<file path="config.mk">
export PLATFORM = sky130hd
export DESIGN_NAME = submatrix_plotter_flat
export DESIGN_NICKNAME = d
export VERILOG_FILES = /design/src/rtl/submatrix_pkg.sv /design/src/rtl/submatrix_plotter_if.sv /design/src/rtl/tile_position_counter.sv /design/src/rtl/submatrix_plotter.sv /design/src/flat_wrapper.sv
export SDC_FILE = /design/constraint.sdc
export NUM_CORES = 1
export LEC_CHECK = 0
export CAP_MARGIN = 20
export CORE_AREA = 2 2 55 57
export CTS_CLUSTER_SIZE = 24
export DETAILED_ROUTE_END_ITERATION = 6
export DIE_AREA = 0 0 57 59
export DONT_BUFFER_PORTS = 1
export PLACE_DENSITY = 0.74
export SLEW_MARGIN = 10
export SYNTH_ARGS = -nofsm -noshare
export SYNTH_HDL_FRONTEND = slang
export SYNTH_HIERARCHICAL = 1
export SYNTH_SLANG_ARGS = --single-unit
export TNS_END_PERCENT = 100
</file>
<file path="constraint.sdc">
create_clock -name clk -period 2.9 [get_ports clk]
set_input_delay 0.435 -clock clk [delete_from_list [all_inputs] [get_ports clk]]
set_output_delay 0.435 -clock clk [all_outputs]
set_load 0.01 [all_outputs]
</file>
<file path="src/rtl/submatrix_pkg.sv">
`default_nettype none
// ============================================================================
//  Module      : submatrix_pkg
//  Description : Shared constants, state encoding and tile bit-index rule for
//                the submatrix creator / plotter pair. A tile is a 4x4 grid
//                of 1-bit pixels packed row-major into 16 bits, with bit 15
//                as the top-left pixel.
//  Ports       : (package - none)
//  Revision    : 1.0 - initial release
// ============================================================================
package submatrix_pkg;

    localparam int TILE_DIM  = 4;
    localparam int TILE_BITS = TILE_DIM * TILE_DIM;
    localparam int FRAME_W   = 160;
    localparam int FRAME_H   = 120;

    // Pixel bus widths sized from the frame so x/y never overflow.
    localparam int X_W      = $clog2(FRAME_W);
    localparam int Y_W      = $clog2(FRAME_H);
    localparam int COLOUR_W = 3;
    localparam int PIX_W    = $clog2(TILE_BITS);
    localparam int RC_W     = $clog2(TILE_DIM);

    typedef enum logic [1:0] {
        ST_IDLE = 2'd0,
        ST_DRAW = 2'd1,
        ST_DONE = 2'd2
    } state_e;

    // Bit of the tile word holding pixel (row r, column c): 15 - (4r + c).
    function automatic logic [PIX_W-1:0] tile_bit_index(
        input logic [RC_W-1:0] r,
        input logic [RC_W-1:0] c
    );
        return PIX_W'(TILE_BITS - 1) - {r, c};
    endfunction

endpackage
`default_nettype wire

</file>
<file path="src/rtl/submatrix_plotter_if.sv">
`default_nettype none
// ============================================================================
//  Module      : submatrix_plotter_if
//  Description : Tile handshake from the creator plus the VGA pixel write bus.
//                master = creator/VGA side, slave = plotter.
//  Signals     : dataIn[15:0], loaded          creator -> plotter
//                readyToBeLoaded               plotter -> creator
//                x[7:0], y[6:0], colour[2:0], plot   plotter -> VGA adapter
//  Revision    : 1.0 - initial release
// ============================================================================
interface submatrix_plotter_if;
    import submatrix_pkg::*;

    logic [TILE_BITS-1:0] dataIn;
    logic                 loaded;
    logic                 readyToBeLoaded;
    logic [X_W-1:0]       x;
    logic [Y_W-1:0]       y;
    logic [COLOUR_W-1:0]  colour;
    logic                 plot;

    modport master (
        output dataIn, loaded,
        input  readyToBeLoaded, x, y, colour, plot
    );

    modport slave (
        input  dataIn, loaded,
        output readyToBeLoaded, x, y, colour, plot
    );

endinterface
`default_nettype wire

</file>
<file path="src/rtl/tile_position_counter.sv">
`default_nettype none
// ============================================================================
//  Module      : tile_position_counter
//  Description : Raster-order tile position (tileX, tileY). Each advance
//                pulse steps one tile right, wrapping to the next row at the
//                end of a row. last_tile flags the bottom-right tile.
//  Ports       : clk, resetn (sync, active-low), advance (in)
//                tile_x, tile_y, last_tile (out)
//  Revision    : 1.0 - initial release
// ============================================================================
module tile_position_counter #(
    parameter int TILES_X = 40,
    parameter int TILES_Y = 30,
    parameter int TXW     = 6,
    parameter int TYW     = 5
) (
    input  wire logic           clk,
    input  wire logic           resetn,
    input  wire logic           advance,
    output logic [TXW-1:0]      tile_x,
    output logic [TYW-1:0]      tile_y,
    output logic                last_tile
);

    logic [TXW-1:0] tile_x_q, tile_x_d;
    logic [TYW-1:0] tile_y_q, tile_y_d;
    logic           x_at_end;
    logic           y_at_end;

    assign x_at_end = (tile_x_q == TXW'(TILES_X - 1));
    assign y_at_end = (tile_y_q == TYW'(TILES_Y - 1));

    always_comb begin
        tile_x_d = tile_x_q;
        tile_y_d = tile_y_q;
        if (advance) begin
            if (x_at_end) begin
                tile_x_d = '0;
                tile_y_d = y_at_end ? '0 : tile_y_q + TYW'(1);
            end else begin
                tile_x_d = tile_x_q + TXW'(1);
            end
        end
    end

    always_ff @(posedge clk) begin
        if (!resetn) begin
            tile_x_q <= '0;
            tile_y_q <= '0;
        end else begin
            tile_x_q <= tile_x_d;
            tile_y_q <= tile_y_d;
        end
    end

    assign tile_x    = tile_x_q;
    assign tile_y    = tile_y_q;
    assign last_tile = x_at_end && y_at_end;

endmodule
`default_nettype wire

</file>
<file path="src/rtl/submatrix_plotter.sv">
`default_nettype none
// ============================================================================
//  Module      : submatrix_plotter
//  Description : Accepts 16-bit 4x4 tiles over the loaded/readyToBeLoaded
//                handshake and writes each one pixel by pixel to the VGA
//                adapter, placing tiles in raster order over a 160x120 frame.
//  Ports       : clk, resetn (sync, active-low), enable (global run)
//                bus (slave): dataIn, loaded -> readyToBeLoaded,
//                             x, y, colour, plot
//                done (out)   sticky: every tile of the frame drawn
//  Revision    : 1.0 - initial release
// ============================================================================
module submatrix_plotter
    import submatrix_pkg::*;
#(
    parameter int                  TILES_X   = 40,
    parameter int                  TILES_Y   = 30,
    parameter logic [COLOUR_W-1:0] FG_COLOUR = 3'b111,
    parameter logic [COLOUR_W-1:0] BG_COLOUR = 3'b000
) (
    input  wire logic           clk,
    input  wire logic           resetn,
    input  wire logic           enable,
    submatrix_plotter_if.slave  bus,
    output logic                done
);

    localparam int TXW = (TILES_X > 1) ? $clog2(TILES_X) : 1;
    localparam int TYW = (TILES_Y > 1) ? $clog2(TILES_Y) : 1;

    state_e               state_q, state_d;
    logic [PIX_W-1:0]     pix_q, pix_d;
    logic [TILE_BITS-1:0] tile_q, tile_d;
    logic                 advance;

    logic [TXW-1:0]       tile_x;
    logic [TYW-1:0]       tile_y;
    logic                 last_tile;

    logic [RC_W-1:0]      row;
    logic [RC_W-1:0]      col;
    logic                 src_bit;

    tile_position_counter #(
        .TILES_X (TILES_X),
        .TILES_Y (TILES_Y),
        .TXW     (TXW),
        .TYW     (TYW)
    ) u_pos (
        .clk       (clk),
        .resetn    (resetn),
        .advance   (advance),
        .tile_x    (tile_x),
        .tile_y    (tile_y),
        .last_tile (last_tile)
    );

    always_comb begin
        state_d = state_q;
        pix_d   = pix_q;
        tile_d  = tile_q;
        advance = 1'b0;
        case (state_q)
            ST_IDLE: begin
                if (bus.loaded && enable) begin
                    tile_d  = bus.dataIn;
                    pix_d   = '0;
                    state_d = ST_DRAW;
                end
            end
            ST_DRAW: begin
                // A low enable freezes pix, tile and position in place.
                if (enable) begin
                    pix_d = pix_q + PIX_W'(1);
                    if (pix_q == PIX_W'(TILE_BITS - 1)) begin
                        advance = 1'b1;
                        state_d = last_tile ? ST_DONE : ST_IDLE;
                    end
                end
            end
            ST_DONE: begin
                state_d = ST_DONE;
            end
            default: begin
                state_d = ST_IDLE;
            end
        endcase
    end

    always_ff @(posedge clk) begin
        if (!resetn) begin
            state_q <= ST_IDLE;
            pix_q   <= '0;
            tile_q  <= '0;
        end else begin
            state_q <= state_d;
            pix_q   <= pix_d;
            tile_q  <= tile_d;
        end
    end

    // Pixel decode from registered state only; {tile, rc} is 4*tile + rc.
    assign row     = pix_q[PIX_W-1:RC_W];
    assign col     = pix_q[RC_W-1:0];
    assign src_bit = tile_q[tile_bit_index(row, col)];

    assign bus.readyToBeLoaded = (state_q == ST_IDLE);
    assign bus.plot            = (state_q == ST_DRAW) && enable;
    assign done                = (state_q == ST_DONE);
    assign bus.x               = X_W'({tile_x, col});
    assign bus.y               = Y_W'({tile_y, row});
    assign bus.colour          = ((state_q == ST_DRAW) && src_bit) ? FG_COLOUR : BG_COLOUR;

endmodule
`default_nettype wire

</file>
<file path="src/flat_wrapper.sv">
// flat-port wrapper written by rule: the top's interface ports become plain ports
module submatrix_plotter_flat import submatrix_pkg::*;
#(
    parameter int                  TILES_X   = 40,
    parameter int                  TILES_Y   = 30,
    parameter logic [COLOUR_W-1:0] FG_COLOUR = 3'b111,
    parameter logic [COLOUR_W-1:0] BG_COLOUR = 3'b000
)
  (clk, resetn, enable, done, bus_dataIn, bus_loaded, bus_readyToBeLoaded, bus_x, bus_y, bus_colour, bus_plot);
  submatrix_plotter_if bus_i ();
  input  wire logic clk;
  input  wire logic resetn;
  input  wire logic enable;
  output logic done;
  input wire logic [$bits(bus_i.dataIn)-1:0] bus_dataIn;
  input wire logic [$bits(bus_i.loaded)-1:0] bus_loaded;
  output wire logic [$bits(bus_i.readyToBeLoaded)-1:0] bus_readyToBeLoaded;
  output wire logic [$bits(bus_i.x)-1:0] bus_x;
  output wire logic [$bits(bus_i.y)-1:0] bus_y;
  output wire logic [$bits(bus_i.colour)-1:0] bus_colour;
  output wire logic [$bits(bus_i.plot)-1:0] bus_plot;
  assign bus_i.dataIn = bus_dataIn;
  assign bus_i.loaded = bus_loaded;
  assign bus_readyToBeLoaded = bus_i.readyToBeLoaded;
  assign bus_x = bus_i.x;
  assign bus_y = bus_i.y;
  assign bus_colour = bus_i.colour;
  assign bus_plot = bus_i.plot;
  submatrix_plotter #(.TILES_X(TILES_X), .TILES_Y(TILES_Y), .FG_COLOUR(FG_COLOUR), .BG_COLOUR(BG_COLOUR)) u_core (.clk(clk), .resetn(resetn), .enable(enable), .bus(bus_i), .done(done));
endmodule
</file>
==> summary.txt <==
Route
  • 1st-pass router iterations: 4
  • Final ANT Viol Nets: 0
  • Average wire per standard cell: 15.0 um
  • Via Count: around 1200
  • Routed WL: around 3200 um
  • Initial drt markers: 33
  • # DRC: 0
  • Via density: 5.91

Floorplan
  • Initial Utilization: approximately 60%
  • Core area: ~0.0027 mm^2
  • Die Width: 57 um
  • I/O pin count: between 40 and 50
  • Die height: approximately 60 um
  • # rows: 19
  • DIE AREA: 0.00336 mm^2

Yosys
  • Synth warn: 6
  • Sequential share of the synthesized area: 40.9%
  • Synth top area share: 40.9%
  • Synthesized net count: 209
  • Mux contribution to synthesized area: under 10%
  • Synth Area in Simple Gates: 25.3%
  • Area share of xor/xnor cells in the synthesized design: under 10%
  • Post-synthesis register bit count: 33
  • Post-synthesis compound-gate area fraction: 16.5%
  • Mean post-synth cell area: 8.74 um^2
  • Largest family of logic cells by synthesized area: simple AND/OR/NAND/NOR gates
  • Synth Instances: 185
  • Largest cells by area after synthesis: dfxtp_1, nand2_1, a21boi_0
  • Yosys top cell by area: dfxtp_1
  • Synthesized cell area: about 0.0016 mm^2
  • Yosys cell types: 44
  • Post-synthesis adder-cell area fraction: 3.10%

Final layout
  • Layout Cells excl Fill: ~210
  • Final Net Count: between 200 and 250
  • Antenna fix cells: 0
  • Design area: 0.00164 mm^2
  • Share of layout cells above drive strength 1: around 7.8%
  • Final Core Density: 60.4%
  • Layout area overhead: 1.32%

STA
  • Measured slew at the worst slew-check pin: 0.538 ns
  • Layout Skew: between 0.006 and 0.007 ns
  • Relative slew margins: around 64%
  • Final TNS setup: 0 ns
  • Period minus WS final: around 2.5 ns
  • Post-layout worst setup margin: between 0.4 and 0.5 ns
  • Fin. max-slew vios: 0
  • Unrepaired setup endpoints after global routing: no
  • Fin Hold WS: around 0.23 ns
  • Fin. Hold Viols: 0
  • Final setup viols: 0
  • Final worst-path cycle share: 86.2%
  • Fmax: about 0.4 GHz

Status
  • Status: finished, final reports clean

Power
  • Peak VDD IR: 0.319 mV
  • Total power: about 0.75 mW
  • Leakage power: 0.560 nW
  • Pwr dens: about 460 mW/mm^2

Setup path
  • Critical path cell sequence: mux4_2 -> o22ai_1 -> nor4b_1 -> a41o_1
  • CP Class: reg -> out
  • R2R Path End: u_core/u_pos/tile_y[3]
  • Worst R2R Path Depth: 7
  • Startpoint class of the critical path: flop
  • CP endpoint kind: primary output
  • CP max FO: 9
  • Cell depth of the worst setup path: 4
  • Worst EP arrival: approximately 2.1 ns
  • Worst stage delay on the critical path: 0.61 ns
  • Bufs and invs on worst path: 0
  • FF-to-FF Start: u_core/pix_q[0]
  • CP top delay family: flip-flops
  • R2R Setup Slk: around 0.7 ns
  • Critical path origin: u_core/pix_q[3]
  • Worst endpoint required time: ~2.5 ns
  • CP endpoint: bus_colour[0]
  • Critical path's slowest cell: dfxtp_1

GRT
  • Vias in the first global route: 1193
  • Pin count of the biggest net entering global routing: 33
  • Initial antenna violation count: 0
  • GRT overflow: 0
  • Overall global routing resource usage: roughly a fifth
  • First-pass GRT wire length: ~5200 um

Placement
  • Dpl cells: 205
  • Area after DPL: 0.00160 mm^2
  • Detailed placer's ending HPWL: 2240 um
  • # port buffers: 0
  • Post-Place Setup Slack: 0.725 ns
  • RD Place Congestion: 0.762

Clock network
  • Clk root buf: clkbuf_4
  • Htree depth: 2
  • CTS buffer count: 5
  • CTS tree: yes
  • Clock buffer depth: 2
  • Cts hold-fix bufs: 0
  • Worst-Skew Late Latency: 0.32 ns
  • Post-CTS setup buffers: 0
  • Clock transition time at the flip-flop clock pins of the worst setup and hold paths: 0.10 ns
  • # resized after CTS: 0
  • # clock sinks: 33

Hold path
  • Hold Path Class: in -> reg

Job
  • Max-cap violations: 0
==> cells in the mapped netlist <==
cell type / count
a2111oi_0: 1
a211oi_1: 2
a21boi_0: 17
a21boi_1: 3
a21oi_1: 2
a31oi_1: 1
a41o_1: 1
and2_1: 3
and3_1: 1
and4_1: 1
buf_2: 2
buf_4: 2
buf_6: 2
clkbuf_1: 6
clkbuf_2: 1
dfxtp_1: 33
ha_1: 4
inv_1: 4
mux2_2: 2
mux2i_1: 2
mux4_2: 2
nand2_1: 40
nand2b_1: 1
nand3_1: 6
nand3b_1: 2
nand4_1: 5
nand4bb_1: 1
nor2_1: 6
nor2b_1: 5
nor3_1: 2
nor3b_1: 1
nor4b_1: 1
o2111ai_1: 1
o21ai_0: 5
o221a_2: 1
o22ai_1: 2
o32ai_1: 1
or2_1: 1
or2b_2: 1
or3_1: 2
or3b_1: 1
or4_1: 2
xnor2_1: 3
xor2_1: 3
==> worst min path at each step <==
| stage | startpoint | endpoint | slack [ns] | cells past startpoint |
|---|---|---|---|---|
| after global placement | u_core/tile_q[0] | u_core/tile_q[0] | 0.45 | 2 |
| final | resetn | u_core/pix_q[0] | 0.23 | 1 |
| after floorplan | u_core/tile_q[0] | u_core/tile_q[0] | 0.43 | 2 |
| after CTS | resetn | u_core/u_pos/tile_x[2] | 0.21 | 1 |
| after global routing | bus_dataIn[0] | u_core/tile_q[0] | 0.21 | 2 |
| after detailed placement | u_core/tile_q[15] | u_core/tile_q[15] | 0.45 | 2 |
==> layer usage <==
layer	GRT usage, %	routed length, um	part of all wire [%]
met5	0	0	0
met4	8.64	66	2.1
met3	8.52	192	6.1
met2	36.5	1600	51
met1	21.6	1300	41
==> report_power, final <==
part           total (mW)  switching (mW)  leakage, nW  internal [mW]
logic              0.0435          0.0238        0.265         0.0198
clock network       0.229           0.145       0.0269         0.0840
registers           0.473         0.00812        0.268          0.465
total               0.745           0.176        0.560          0.569
==> cells in the final DEF (no fill, tap or decap), types with 2 or more instances in the layout <==
| cell type | netlist | final |
|---|---|---|
| dfxtp_1 | 33 | 33 |
| and2_1 | 3 | 3 |
| xor2_1 | 3 | 3 |
| inv_1 | 4 | 4 |
| ha_1 | 4 | 4 |
| a21boi_1 | 3 | 3 |
| a21oi_1 | 2 | 2 |
| nand3b_1 | 2 | 2 |
| a211oi_1 | 2 | 2 |
| o22ai_1 | 2 | 2 |
| buf_4 | 2 | 2 |
| a21boi_0 | 17 | 17 |
| or3_1 | 2 | 2 |
| mux2i_1 | 2 | 2 |
| nor2b_1 | 5 | 5 |
| mux4_2 | 2 | 2 |
| o21ai_0 | 5 | 5 |
| nand3_1 | 6 | 6 |
| or4_1 | 2 | 2 |
| clkbuf_4 | 0 | 5 |
| mux2_2 | 2 | 2 |
| nand2_1 | 40 | 40 |
| nand4_1 | 5 | 5 |
| xnor2_1 | 3 | 3 |
| nor3_1 | 2 | 2 |
| nor2_1 | 6 | 6 |
==> layout make-up <==
cell class,count,area (um^2)
inverter,4,15.0
timing repair buffer,2,15.0
multi-input combinational,135,866
sequential,33,661
clock buffer,5,37.5
clock inverter,1,5.00
tap,31,38.8
fill,255,1070
==> state kept, by name, indices dropped and copies added, names as in the netlist <==
name / flops
u_core/u_pos/tile_y: 5
u_core/pix_q: 4
u_core/state_q: 2
u_core/tile_q: 16
u_core/u_pos/tile_x: 6
==> kinds of logic (layout without fill, tap and decap cells) <==
logic type                 count (synthesis)  after routing
muxes                                      6              6
buffers and inverters                     17             12
DFF                                       33             33
adders and majority gates                  4              4
and+or+nand+nor                           82             82
AOI/OAI and AO/OA                         37             37
xor gates and xnor gates                   6              6
Note: power is estimated with default switching activity, not from simulation.
